<file path="src/rtl/dma_priority_arbiter_if.sv">
// Request/acknowledge bundle between the DMA arbiter and its surroundings.
// The software request pins exist only when DMA_SW_REQUEST_EN is defined.
interface dma_priority_arbiter_if;
    logic [3:0] DREQ;
    logic [3:0] MaskReg;
    logic [7:0] CommandReg;
    logic       MasterClear;
    logic       Hlda;
    logic       nEOP;
`ifdef DMA_SW_REQUEST_EN
    logic       ReqRegLoad;
    logic [2:0] ReqRegData;
`endif
    logic [1:0] ReqID;
    logic       ValidReqID;
    logic [3:0] DACK;
    logic [3:0] ReqStatus;

    modport master (
        output DREQ, MaskReg, CommandReg, MasterClear, Hlda, nEOP,
`ifdef DMA_SW_REQUEST_EN
        output ReqRegLoad, ReqRegData,
`endif
        input  ReqID, ValidReqID, DACK, ReqStatus
    );

    modport slave (
        input  DREQ, MaskReg, CommandReg, MasterClear, Hlda, nEOP,
`ifdef DMA_SW_REQUEST_EN
        input  ReqRegLoad, ReqRegData,
`endif
        output ReqID, ValidReqID, DACK, ReqStatus
    );
endinterface

</file>
<file path="src/rtl/dma_priority_arbiter.sv">
// Four-channel DMA request arbiter: DREQ sync, mask/polarity, fixed or rotating priority, DACK.
// Define DMA_SW_REQUEST_EN to add the software request register (ignores MaskReg).
module dma_priority_arbiter #(
    parameter int SYNC_STAGES = 2,
    parameter int NUM_CH      = 4
) (
    input logic                    Clock,
    input logic                    nReset,
    dma_priority_arbiter_if.slave  bus
);
    if (NUM_CH != 4) begin : g_bad_num_ch
        $error("dma_priority_arbiter: NUM_CH must be 4");
    end
    if (SYNC_STAGES < 2 || SYNC_STAGES > 3) begin : g_bad_sync
        $error("dma_priority_arbiter: SYNC_STAGES must be 2 or 3");
    end

    typedef enum logic [1:0] {IDLE, GRANT, SERVICE, RELEASE} state_t;

    state_t     state, state_next;
    logic [1:0] req_id, req_id_next;
    logic [1:0] prio;
    logic [1:0] winner;
    logic [3:0] req_status;
    logic [3:0] eligible;
    logic [3:0] dack_active;
    logic [3:0] sync_q [SYNC_STAGES-1];
    logic       unused_cmd;

    assign unused_cmd = ^{bus.CommandReg[5], bus.CommandReg[3], bus.CommandReg[1:0]};

    // Polarity is applied in the last sync flop so ReqStatus resets to 0 in either polarity.
    always_ff @(posedge Clock or negedge nReset) begin
        if (!nReset) begin
            for (int i = 0; i < SYNC_STAGES-1; i++) sync_q[i] <= '0;
            req_status <= '0;
        end else if (bus.MasterClear) begin
            for (int i = 0; i < SYNC_STAGES-1; i++) sync_q[i] <= '0;
            req_status <= '0;
        end else begin
            sync_q[0] <= bus.DREQ;
            for (int i = 1; i < SYNC_STAGES-1; i++) sync_q[i] <= sync_q[i-1];
            req_status <= sync_q[SYNC_STAGES-2] ^ {4{bus.CommandReg[6]}};
        end
    end

`ifdef DMA_SW_REQUEST_EN
    logic [3:0] sw_req;

    always_ff @(posedge Clock or negedge nReset) begin
        if (!nReset) begin
            sw_req <= '0;
        end else if (bus.MasterClear) begin
            sw_req <= '0;
        end else begin
            if (state == SERVICE && !bus.nEOP) sw_req[req_id] <= 1'b0;
            if (bus.ReqRegLoad) sw_req[bus.ReqRegData[1:0]] <= bus.ReqRegData[2];
        end
    end

    always_comb begin
        eligible = (req_status & ~bus.MaskReg) | sw_req;
        if (bus.CommandReg[2]) eligible = '0;
    end
`else
    always_comb begin
        eligible = req_status & ~bus.MaskReg;
        if (bus.CommandReg[2]) eligible = '0;
    end
`endif

    // Scan from the lowest-priority offset upward so the highest-priority hit is written last.
    always_comb begin
        logic [1:0] base;
        logic [1:0] idx;
        winner = '0;
        base   = bus.CommandReg[4] ? prio : 2'd0;
        idx    = '0;
        for (int i = 3; i >= 0; i--) begin
            idx = base + 2'(i);
            if (eligible[idx]) winner = idx;
        end
    end

    always_ff @(posedge Clock or negedge nReset) begin
        if (!nReset) begin
            state  <= IDLE;
            req_id <= '0;
            prio   <= '0;
        end else if (bus.MasterClear) begin
            state  <= IDLE;
            req_id <= '0;
            prio   <= '0;
        end else begin
            state  <= state_next;
            req_id <= req_id_next;
            if (state == RELEASE) prio <= req_id + 2'd1;
        end
    end

    always_comb begin
        state_next  = state;
        req_id_next = req_id;
        case (state)
            IDLE: begin
                if (|eligible) begin
                    req_id_next = winner;
                    state_next  = GRANT;
                end
            end
            GRANT: begin
                if (!eligible[req_id])  state_next = IDLE;
                else if (bus.Hlda)      state_next = SERVICE;
            end
            SERVICE: begin
                if (!bus.nEOP || !bus.Hlda) state_next = RELEASE;
            end
            RELEASE: state_next = IDLE;
            default: state_next = IDLE;
        endcase
    end

    assign dack_active    = (state == SERVICE) ? (4'b0001 << req_id) : 4'b0000;
    assign bus.DACK       = bus.CommandReg[7] ? dack_active : ~dack_active;
    assign bus.ValidReqID = (state == GRANT) || (state == SERVICE);
    assign bus.ReqID      = req_id;
    assign bus.ReqStatus  = req_status;
endmodule

</file>
<file path="src/flat_wrapper.sv">
// flat-port wrapper written by rule: the top's interface ports become plain ports
module dma_priority_arbiter_flat 
#(
    parameter int SYNC_STAGES = 2,
    parameter int NUM_CH      = 4
)
  (Clock, nReset, bus_DREQ, bus_MaskReg, bus_CommandReg, bus_MasterClear, bus_Hlda, bus_nEOP, bus_ReqID, bus_ValidReqID, bus_DACK, bus_ReqStatus);
  dma_priority_arbiter_if bus_i ();
  input logic Clock;
  input logic nReset;
  input wire logic [$bits(bus_i.DREQ)-1:0] bus_DREQ;
  input wire logic [$bits(bus_i.MaskReg)-1:0] bus_MaskReg;
  input wire logic [$bits(bus_i.CommandReg)-1:0] bus_CommandReg;
  input wire logic [$bits(bus_i.MasterClear)-1:0] bus_MasterClear;
  input wire logic [$bits(bus_i.Hlda)-1:0] bus_Hlda;
  input wire logic [$bits(bus_i.nEOP)-1:0] bus_nEOP;
  output wire logic [$bits(bus_i.ReqID)-1:0] bus_ReqID;
  output wire logic [$bits(bus_i.ValidReqID)-1:0] bus_ValidReqID;
  output wire logic [$bits(bus_i.DACK)-1:0] bus_DACK;
  output wire logic [$bits(bus_i.ReqStatus)-1:0] bus_ReqStatus;
  assign bus_i.DREQ = bus_DREQ;
  assign bus_i.MaskReg = bus_MaskReg;
  assign bus_i.CommandReg = bus_CommandReg;
  assign bus_i.MasterClear = bus_MasterClear;
  assign bus_i.Hlda = bus_Hlda;
  assign bus_i.nEOP = bus_nEOP;
  assign bus_ReqID = bus_i.ReqID;
  assign bus_ValidReqID = bus_i.ValidReqID;
  assign bus_DACK = bus_i.DACK;
  assign bus_ReqStatus = bus_i.ReqStatus;
  dma_priority_arbiter #(.SYNC_STAGES(SYNC_STAGES), .NUM_CH(NUM_CH)) u_core (.Clock(Clock), .nReset(nReset), .bus(bus_i));
endmodule
</file>
<file path="config.mk">
export PLATFORM = sky130hd
export DESIGN_NAME = dma_priority_arbiter_flat
export DESIGN_NICKNAME = d
export VERILOG_FILES = /design/src/rtl/dma_priority_arbiter_if.sv /design/src/rtl/dma_priority_arbiter.sv /design/src/flat_wrapper.sv
export SDC_FILE = /design/constraint.sdc
export NUM_CORES = 1
export LEC_CHECK = 0
export ABC_AREA = 1
export CELL_PAD_IN_SITES_DETAIL_PLACEMENT = 0
export CELL_PAD_IN_SITES_GLOBAL_PLACEMENT = 2
export CORE_ASPECT_RATIO = 1.5
export CORE_MARGIN = 1
export CORE_UTILIZATION = 27
export DETAILED_ROUTE_END_ITERATION = 6
export GPL_TIMING_DRIVEN = 0
export PLACE_DENSITY = 0.92
export SYNTH_ARGS = -nofsm -noshare
export SYNTH_HDL_FRONTEND = slang
export SYNTH_SLANG_ARGS = --single-unit
</file>
<file path="constraint.sdc">
create_clock -name Clock -period 2.4 [get_ports Clock]
set_input_delay 0.24 -clock Clock [delete_from_list [all_inputs] [get_ports Clock]]
set_output_delay 0.24 -clock Clock [all_outputs]
set_load 0.02 [all_outputs]
</file>
Yosys cells after proc, flatten, opt, wreduce, memory -nomap -nowiden --
Index checks and enable logic that the tools add are counted.
Word-level totals: register bits 14, latch bits 0, bits in writable memories 0, memory bits (read-only) 0, input port bits 21, output and inout port bits 11, logic and storage cells 67, memories kept 0
Cells by class: add/subtract/negate cells 4, $mul 0, div/mod/pow operators 0, $lt $le $gt $ge 5, equal/unequal tests 6, shift operators 1, muxes and demuxes 31, bitwise logic cells 4, reduce and logical (&&, ||, !) cells 11
Operators with widths (count):
- $mux 2 | 15
- $mux 4 | 5
- $lt 2x3->1 const B | 5
- $bmux 1 s2 | 5
- $not 4->4 | 2
- $pmux 2 s4 | 1
- $ne 3x2->1 const B | 2
- $reduce_bool 2->1 | 3
- $mux 1 | 5
- $add 2x1->2 const B | 2
- $add 2x2->2 const B | 2
- $and 4x4->4 | 1
- $eq 2x2->1 const B | 2
- $ne 4x4->1 const B | 1
- $reduce_or 4->1 | 1
- $shl 1x2->4 const A | 1
- $xor 4x4->4 | 1
- $reduce_and 3->1 | 1
- $eq 2x1->1 const B | 1
- $logic_not 1->1 | 2
- $logic_not 2->1 | 1
- $logic_or 1x1->1 | 2
- $reduce_and 2->1 | 1

Depth between registers and ports, before layout --
Gate-level depths: netlist of run 1.
depth after elaboration 12, mapped depth 13, mapped depth without buffers 13

Worst setup path before layout of run 1 --
Ideal clock, no wire load.
kind register -> output, from reg u_core.req_id[0] (netlist: u_core.bus.ReqID[0]), to out bus_DACK[0], arrival 1284 ps, required time 2160 ps, slack 876 ps, stages on the path, launching flop included 5, path buffers 0, cells stage by stage dfrtp_1 > inv_1 > ha_1 > nand2_1 > xor2_1
On the way: longest elaborated chain between the ends 4
RTL lines:
- start, declared | RTL line dma_priority_arbiter.sv:21 | logic [1:0] req_id, req_id_next;
- start signal, assigned | RTL line dma_priority_arbiter.sv:96 | req_id <= req_id_next;
- $shl 1x2->4 * | RTL line dma_priority_arbiter.sv:123 | assign dack_active = (state == SERVICE) ? (4'b0001 << req_id) : 4'b0000;
- $mux 4 * | RTL line dma_priority_arbiter.sv:123
- $not 4->4 | RTL line dma_priority_arbiter.sv:124 | assign bus.DACK = bus.CommandReg[7] ? dack_active : ~dack_active;
- $mux 4 * | RTL line dma_priority_arbiter.sv:124
- end, declared | RTL line flat_wrapper.sv:19 | output wire logic [$bits(bus_i.DACK)-1:0] bus_DACK;
Every way passes the cells marked *; elsewhere a longest branch is shown, timed or not.

Worst setup path in the final report of run 1 --
from reg u_core.state[0], to out bus_DACK[2]
On the way: longest elaborated chain between the ends 4
RTL lines:
- start, declared | RTL line dma_priority_arbiter.sv:20 | state_t state, state_next;
- start signal, assigned | RTL line dma_priority_arbiter.sv:95 | state <= state_next;
- $eq 2x2->1 * | RTL line dma_priority_arbiter.sv:123
- $mux 4 * | RTL line dma_priority_arbiter.sv:123
- $not 4->4 | RTL line dma_priority_arbiter.sv:124
- $mux 4 * | RTL line dma_priority_arbiter.sv:124
Marks and branches as above.

==> reports/results.txt, run 1 <==
Final min period -> 2170 ps
Synthesized flop and latch total -> 14
Pint -> 582 uW
Post-Route WL -> 2220 um
DR pass1 iterations -> 4
Worst slew pin tran -> 615 ps
Switching part of the total -> 0.362
Max frequency -> 0.461 GHz
Core ar. -> 3680 um2
H-tree levels -> 1
Cts bufs inserted -> 3
Sequential power share -> 0.339
Async SR Flop Fraction -> 1.00
Post-synth net total -> 171
Unrepaired setup endpoints after global routing -> false
Setup_tns -> 0 ps
Power share of the combinational group -> 0.417
WL/cell -> 10.4 um
Clock slew at reported path FFs -> 60 ps
Leak Pwr -> 0.000699 uW
Worst-Skew Late Latency -> 240 ps
Die Wd -> 52.6 um
Final clock skew -> 3.53 ps
Residual DRC count -> 0
Post-Synthesis Cells -> 141
Final worst path period share -> 0.904
Reg2reg setup slack -> 900 ps
CTS Sinks -> 14
Relative slew slack -> 0.589
Synth warn -> 0
Status -> complete, no violations
Final hold viol count -> 0
TritonCTS clock tree -> yes
Full die area -> 4100 um2
Chip Height -> 77.9 um
Hpwl dp -> 1900 um
Number of synthesized flops with an enable pin -> 0
CP arrival -> 1930 ps
Psw -> 331 uW
CTS resizes -> 0
Share of layout cells above drive strength 1 -> 0.0936
Largest net degree at the start of global routing -> 15
Final Max Slew Viols -> 0
Total GRT Usage -> 0.116
Worst hold slack -> 383 ps
Max-cap viol count -> 0
Mean post-synth cell area -> 7.36 um2
PwrDens -> 649 nW/um2
Number of setup violations in the final report -> 0
Site Rows -> 27
Worst VDD drop -> 0.000514 V
1st-iter DRT viols -> 17
RR Startpoint -> u_core.state[0]
Critical path launch point type -> register
Global-route wire length before repair -> 3670 um
Critical path peak fanout -> 6
Register area share after synthesis -> 0.338
Syn-to-layout area delta -> 35.6%
Layout fillers -> 371
Worst setup EP type -> primary output
Initial antenna violation count -> 0
Port buffer count -> 26
R2R depth -> 8
Clock power frac -> 0.245
Pre-CTS setup slack -> 469 ps
CP required -> 2160 ps
CTS Hold Bufs -> 0
Clk root buf -> clkbuf_8
Starting Density -> 0.282
Io pins -> 32
GP Congestion -> 0.747
Final nets -> 202
Synth unique cells -> 22
Critical path class -> reg -> out
Antenna diodes -> 0
Ys flop type -> dfrtp_1
GR Overflow Total -> 0
Post-CTS setup buffers -> 0
Cell area after synthesis -> 1040 um2
Max Root-Sink Buffers -> 2
Vias per cell -> 4.53
Min setup slack post-route -> 230 ps
DR vias -> 970
Reg2Reg Capture Point -> u_core.state[0]
Vias in the first global route -> 897
Min-Delay Path Class -> in -> async
Remaining antenna violation count -> 0
[power by group through the flow]
stage	sequential, uW	clock [uW]	combinational, uW
3_3_place_gp	312	0	379
4_1_cts	310	231	387
6_report	309	223	380
2_1_floorplan	316	0	231
5_1_grt	314	242	426
3_5_place_dp	314	0	384
[critical path, cell delays in order (launching register included)]
cell and delay, ps:
dfrtp_1 430, inv_1 110, ha_1 280, nand2_1 100, xor2_1 150, clkdlybuf4s50_1 620
[metrics by stage]
| step | std cells | area (um2) | total power, uW | utilization |
|---|---|---|---|---|
| 2_1_floorplan | 141 | 1040 | 547 | - |
| 3_3_place_gp | 210 | 1350 | 691 | 0.367 |
| 3_5_place_dp | 210 | 1350 | 698 | 0.367 |
| 4_1_cts | 214 | 1410 | 927 | 0.382 |
| 5_1_grt | 214 | 1410 | 982 | 0.382 |
| 6_report | 214 | 1410 | 912 | 0.382 |
[cell usage after synthesis, types with 2 or more instances]
| cell type | count | area share |
|---|---|---|
| nand2_2 | 6 | 0.036 |
| xnor2_1 | 4 | 0.034 |
| o21ai_0 | 6 | 0.029 |
| a21oi_1 | 2 | 0.0097 |
| clkbuf_1 | 2 | 0.0072 |
| nor2_1 | 13 | 0.047 |
| xor2_1 | 4 | 0.034 |
| inv_1 | 18 | 0.065 |
| a31oi_1 | 2 | 0.012 |
| nand4_1 | 2 | 0.012 |
| dfrtp_1 | 14 | 0.34 |
| ha_1 | 9 | 0.11 |
| o211ai_1 | 2 | 0.014 |
| nand3_1 | 15 | 0.072 |
| nand2_1 | 35 | 0.13 |
[cell families after synthesis]
| logic type | synth area share |
|---|---|
| buffers and inverters | 0.0844 |
| AO/OA/AOI/OAI | 0.0736 |
| adder cells (fa/ha/maj) | 0.109 |
| XOR/XNOR | 0.0675 |
| flip-flops | 0.338 |
| AND/OR/NAND/NOR | 0.328 |
[cells in the final DEF (no fill, tap or decap), types with 4 or more instances in the layout]
cell type	Yosys	routed
o21ai_0	6	6
inv_1	18	18
clkdlybuf4s50_1	0	26
clkbuf_8	0	4
xor2_1	4	4
nand2_2	6	6
xnor2_1	4	4
ha_1	9	9
nand3_1	15	15
dfrtp_1	14	14
nand2_1	35	35
nor2_1	13	13
[worst max path at each step]
stage,depth (start not counted),startpoint,to
after CTS,5,u_core.state[0],bus_DACK[0]
final,5,u_core.state[0],bus_DACK[2]
after floorplan,4,u_core.bus.ReqID[0],bus_DACK[0]
after global placement,5,u_core.state[0],bus_DACK[0]
after global routing,5,u_core.bus.ReqID[0],bus_DACK[0]
after detailed placement,5,u_core.state[0],bus_DACK[0]
[state kept, by name (all words and copies together), names as in the netlist]
| register | cells |
|---|---|
| u_core.bus.ReqID | 2 |
| u_core.bus.ReqStatus | 4 |
| u_core.prio | 2 |
| u_core.state | 2 |
| u_core.sync_q | 4 |
[routing by layer]
| metal | track usage | wire [um] | share of wire | vias up |
|---|---|---|---|---|
| met1 | 0.120 | 885 | 0.40 | 445 |
| met5 | 0 | 0 | 0 | - |
| met2 | 0.227 | 1260 | 0.57 | 15 |
| met3 | 0.0118 | 51 | 0.023 | 3 |
| met4 | 0.0395 | 29 | 0.013 | 0 |
| li1 | - | - | - | 507 |
[cell type report]
cell class                 instances  area (um2)  area share
timing repair buffer              26         260       0.185
sequential                        14         350       0.249
inverter                          20        80.1      0.0569
multi-input combinational        105         599       0.426
tap                               43        53.8      0.0383
buffer                             2        7.51     0.00534
clock buffer                       4        55.1      0.0391
Power figures use the tool's default switching activity.
==> run 2, diff against run 1 <==
- CORE_UTILIZATION: 27 -> 22
- PLACE_DENSITY: 0.92 -> 0.81
- clock period: 2.4 -> 1.9 ns (I/O delays scaled with it)
==> reports/results.txt, run 2 (same netlist as run 1, synthesis figures left out) <==
CTS Hold Bufs -> 0 (unchanged)
Clock slew at reported path FFs -> 60 ps (about the same)
Unrepaired setup endpoints after global routing -> false
Placed Cells -> 231 (+10%)
WL/cell -> 10.2 um (-2.0%)
Post-route insts no fill -> 235 (+9.8%)
Full die area -> 5000 um2 (+22%)
H-tree levels -> 1 (unchanged)
CP arrival -> 1590 ps (-340 ps)
Leak Pwr -> 0.000714 uW (+2.2%)
DR pass1 iterations -> 4 (unchanged)
Port buffer count -> 26 (unchanged)
Min-Delay Path Class -> in -> reg
CP max-delay cell -> dfrtp_1
PwrDens -> 796 nW/um2 (+23%)
RR Startpoint -> u_core.state[0]
Worst slew pin tran -> 630 ps (+15.1 ps)
Clk root buf -> clkbuf_8
Reg2Reg Capture Point -> u_core.state[0]
Antenna diodes -> 0 (unchanged)
DR vias -> 945 (-2.6%)
Io pins -> 32 (unchanged)
Critical path peak fanout -> 6 (unchanged)
Worst setup EP type -> primary output
Die Wd -> 58.1 um (+10%)
Final clock skew -> 2.31 ps (-1.22 ps)
Relative slew slack -> 0.579 (-0.0101)
Remaining antenna violation count -> 0 (unchanged)
Reg2reg setup slack -> 460 ps (-440 ps)
CTS Sinks -> 14 (unchanged)
Setup_tns -> 0 ps (unchanged)
Hold_sp -> bus_CommandReg[6]
Number of setup violations in the final report -> 0 (unchanged)
Power share of the combinational group -> 0.410 (-0.007)
Hold Crit Depth -> 3
Worst-Skew Late Latency -> 240 ps (about the same)
CP required -> 1710 ps (-450 ps)
Vias per cell -> 4.02 (-11%)
Pint -> 723 uW (+24%)
Site Rows -> 30 (+11%)
Max frequency -> 0.561 GHz
CP Launch Point -> u_core.state[0]
Largest net degree at the start of global routing -> 15 (unchanged)
Starting Density -> 0.228 (-0.0533)
Share of layout cells above drive strength 1 -> 0.105 (+0.0117)
Most common cell after layout, fill and taps aside -> nand2_1
Post-CTS setup buffers -> 0 (unchanged)
Max-cap viol count -> 0 (unchanged)
Max Root-Sink Buffers -> 2 (unchanged)
R2R depth -> 8 (unchanged)
Status -> complete, no violations
Crit-path max cell delay -> 430 ps (-190 ps)
Total GRT Usage -> 0.100 (-0.0162)
Worst VDD drop -> 0.000372 V (-28%)
Most frequent cells in the layout -> nand2_1 (35), clkdlybuf4s50_1 (21), inv_1 (17)
Vias in the first global route -> 884 (-1.4%)
Worst Hold Endpoint -> u_core.bus.ReqStatus[2]
CP cell instances -> inv_1 -> ha_2 -> nand2_1 -> xor2_1 -> dlygate4sd2_1
Syn-to-layout area delta -> 38.2%
Residual DRC count -> 0 (unchanged)
Final min period -> 1780 ps
Global-route wire length before repair -> 3880 um (+5.8%)
1st-iter DRT viols -> 10 (-7)
Hpwl dp -> 2010 um (+5.7%)
GP Congestion -> 0.753 (+0.83%)
Chip Height -> 86.1 um (+11%)
Post-Route WL -> 2390 um (+7.6%)
Initial antenna violation count -> 0 (unchanged)
Critical path launch point type -> register
Psw -> 418 uW (+27%)
GR Overflow Total -> 0 (unchanged)
Clock power frac -> 0.248 (+0.003)
Final nets -> 202 (unchanged)
Final hold viol count -> 0 (unchanged)
Final Max Slew Viols -> 0 (unchanged)
Sequential power share -> 0.341 (+0.002)
Final worst path period share -> 0.938
Core ar. -> 4540 um2 (+23%)
Critical path class -> reg -> out
Switching part of the total -> 0.367 (+0.00414)
TritonCTS clock tree -> yes
Cts bufs inserted -> 3 (unchanged)
## run 2: power groups by stage
stage	registers, uW	clock network (uW)	logic (uW)
after floorplan	399	0	292
after global placement	394	0	483
after detailed placement	395	0	487
after CTS	390	295	480
after global routing	397	305	535
final	390	284	468
## run 2: how the worst max path moves through the flow
stage,endpoint,slack (ps),cells past startpoint
final,bus_DACK[3],120,5
after global routing,bus_DACK[1],10,5
after CTS,bus_ValidReqID,40,3
after detailed placement,bus_DACK[2],30,5
after global placement,bus_DACK[2],50,5
after floorplan,bus_DACK[0],430,4
## run 2: layer usage
metal,wire length [um],global-route usage
met5,0,0
met4,13,0.0325
met3,41,0.00905
met2,1410,0.196
met1,926,0.108
## run 2: timing repair
item / in CTS / in global routing
endpoints found under the hold margin: 0 / 0
endpoints found under the setup margin: 4 / 5
gates resized for setup: 4 / 4
## run 2: layout make-up
type	count	area, um2
Fill cell	515	3110
Multi-Input combinational cell	105	602
Sequential cell	14	350
Timing Repair Buffer	26	259
Inverter	20	80.1
Tap cell	64	80.1
Clock buffer	4	55.1
Buffer	2	7.51
## run 2: stage by stage
stage	setup slack (ps)	utilization	hold WS, ps	power [uW]	cell area [um2]
4_1_cts	35.1	0.314	320	1160	1430
3_5_place_dp	31.7	0.303	497	882	1380
6_report	119	0.316	321	1140	1430
5_1_grt	13.3	0.316	353	1240	1430
3_3_place_gp	48.0	0.303	485	877	1380
2_1_floorplan	426	-	-106	691	1040
## run 2: critical path, delay by kind of cell (launching register included)
kind                     cells  cell delay [ps]
buffers and inverters        2              470
flip-flops                   1              430
adder cells (fa/ha/maj)      1              240
XOR/XNOR                     1              120
AND/OR/NAND/NOR              1               80
==> run 3, diff against run 2 <==
- ABC_CLOCK_PERIOD_IN_PS: default -> 1900
- MAX_ROUTING_LAYER: default -> met4
==> reports/results.txt, run 3 (same netlist as run 1, synthesis figures left out) <==
Status -> complete, no violations
GP Congestion -> 0.763 (+1.3%)
Vias per cell -> 3.99 (-0.74%)
R2R depth -> 8 (unchanged)
GR Overflow Total -> 0 (unchanged)
Initial antenna violation count -> 0 (unchanged)
Worst VDD drop -> 0.000372 V (about the same)
Vias in the first global route -> 890 (+0.68%)
DR pass1 iterations -> 4 (unchanged)
Clk root buf -> clkbuf_8
Leak Pwr -> 0.000714 uW (unchanged)
Total Power -> 1140 uW (-0.16%)
Worst-Skew Late Latency -> 240 ps (about the same)
Critical path launch point type -> register
Core ar. -> 4540 um2 (unchanged)
Remaining antenna violation count -> 0 (unchanged)
WL/cell -> 10.2 um (-0.17%)
Min-Delay Path Class -> in -> reg
Full die area -> 5000 um2 (unchanged)
Cts bufs inserted -> 3 (unchanged)
Max Root-Sink Buffers -> 2 (unchanged)
Critical path peak fanout -> 6 (unchanged)
Total GRT Usage -> 0.102 (+0.00225)
Share of layout cells above drive strength 1 -> 0.105 (unchanged)
Hold_sp -> bus_CommandReg[6]
Final clock skew -> 2.27 ps (-0.0354 ps)
Worst setup EP type -> primary output
Relative slew slack -> 0.589 (+0.0101)
Worst slew pin tran -> 615 ps (-15.2 ps)
Post-CTS setup buffers -> 0 (unchanged)
Layout fillers -> 515 (unchanged)
CP required -> 1710 ps (about the same)
Die Wd -> 58.1 um (unchanged)
Hold Crit Depth -> 3 (unchanged)
Most common cell after layout, fill and taps aside -> nand2_1
Residual DRC count -> 0 (unchanged)
Starting Density -> 0.228 (unchanged)
Placed Cells -> 231 (unchanged)
Met1 GRT Util -> 0.103 (-0.00464)
Global routing usage on met2 -> 0.200 (+0.00313)
Setup_tns -> 0 ps (unchanged)
GRT busiest layer -> met2
Global-route wire length before repair -> 3860 um (-0.51%)
Io pins -> 32 (unchanged)
Syn-to-layout area delta -> 38.2% (unchanged)
RR Startpoint -> u_core.state[0]
Number of setup violations in the final report -> 0 (unchanged)
TritonCTS clock tree -> yes
1st-iter DRT viols -> 10 (unchanged)
CTS Hold Bufs -> 0 (unchanged)
M3 GR Usage -> 0.00905 (unchanged)
Final hold viol count -> 0 (unchanged)
Hpwl dp -> 2010 um (unchanged)
CP arrival -> 1590 ps (about the same)
Antenna diodes -> 0 (unchanged)
Unrepaired setup endpoints after global routing -> false
Post-Route WL -> 2390 um (-0.17%)
Port buffer count -> 26 (unchanged)
Final nets -> 202 (unchanged)
Clock slew at reported path FFs -> 60 ps (about the same)
CP Launch Point -> u_core.state[0]
CTS Sinks -> 14 (unchanged)
Most frequent cells in the layout -> nand2_1 (35), clkdlybuf4s50_1 (21), inv_1 (17)
Largest net degree at the start of global routing -> 15 (unchanged)
Chip Height -> 86.1 um (unchanged)
Final Max Slew Viols -> 0 (unchanged)
Post-route insts no fill -> 235 (unchanged)
Site Rows -> 30 (unchanged)
PwrDens -> 795 nW/um2 (-0.16%)
Critical path class -> reg -> out
Max-cap viol count -> 0 (unchanged)
Max frequency -> 0.562 GHz (+0.14%)
Final worst path period share -> 0.936 (-0.00128)
Final min period -> 1780 ps (-2.44 ps)
H-tree levels -> 1 (unchanged)
DR vias -> 938 (-0.74%)
[run 3: cell counts in the layout (fill, tap and decap cells not counted)]
Identical to the previous run, type by type.
[run 3: area by class of cell]
type | instances | area, um2 | area share
well taps | 64 | 80.1 | 0.0558
repair buffers | 26 | 259 | 0.181
inverters | 20 | 80.1 | 0.0558
clock buffers | 4 | 55.1 | 0.0384
plain buffers | 2 | 7.51 | 0.00524
multi-input cells | 105 | 602 | 0.420
flip-flops and latches | 14 | 350 | 0.244
[run 3: metrics by stage]
stage,setup WS [ps],area (um2),util,hold slack (ps)
detailed placement,31.7,1380,0.303,497
floorplan,426,1040,-,-106
finish,121,1430,0.316,320
CTS,35.1,1430,0.314,320
global placement,48.0,1380,0.303,485
global route,13.3,1430,0.316,353
[run 3: what timing repair did]
| item | in CTS | in global routing |
|---|---|---|
| pin swaps | 0 | 0 |
| endpoints found under the setup margin | 4 | 5 |
| gates resized for setup | 4 | 4 |
[run 3: path summary, 6_finish.rpt]
check | to | slack (ps)
setup reg to reg | u_core.state[0] | 460
setup / recovery | bus_DACK[3] | 120
hold reg to reg | u_core.bus.ReqStatus[0] | 500
min in group asynchronous | u_core.sync_q[2] | 330
max in group asynchronous | u_core.prio[1] | 1170
hold / removal | u_core.bus.ReqStatus[2] | 320
[run 3: where the power goes]
part | switching, uW | internal [uW] | total (uW) | leakage, uW
combinational | 267 | 201 | 468 | 0.000501
clock | 99.5 | 183 | 283 | 0.0000288
sequential | 50.3 | 339 | 389 | 0.000185
total | 416 | 723 | 1140 | 0.000714
[run 3: metal layers]
layer | vias up | wire, um | part of all wire
li1 | 503 | - | -
met5 | - | 0 | 0
met2 | 7 | 1420 | 0.60
met4 | 0 | 13 | 0.0054
met3 | 2 | 41 | 0.017
met1 | 426 | 909 | 0.38
[run 3: critical path: stages (launching register included)]
cell and delay (ps):
dfrtp_1 430, inv_1 130, ha_2 240, nand2_1 80, xor2_1 120, dlygate4sd2_1 340
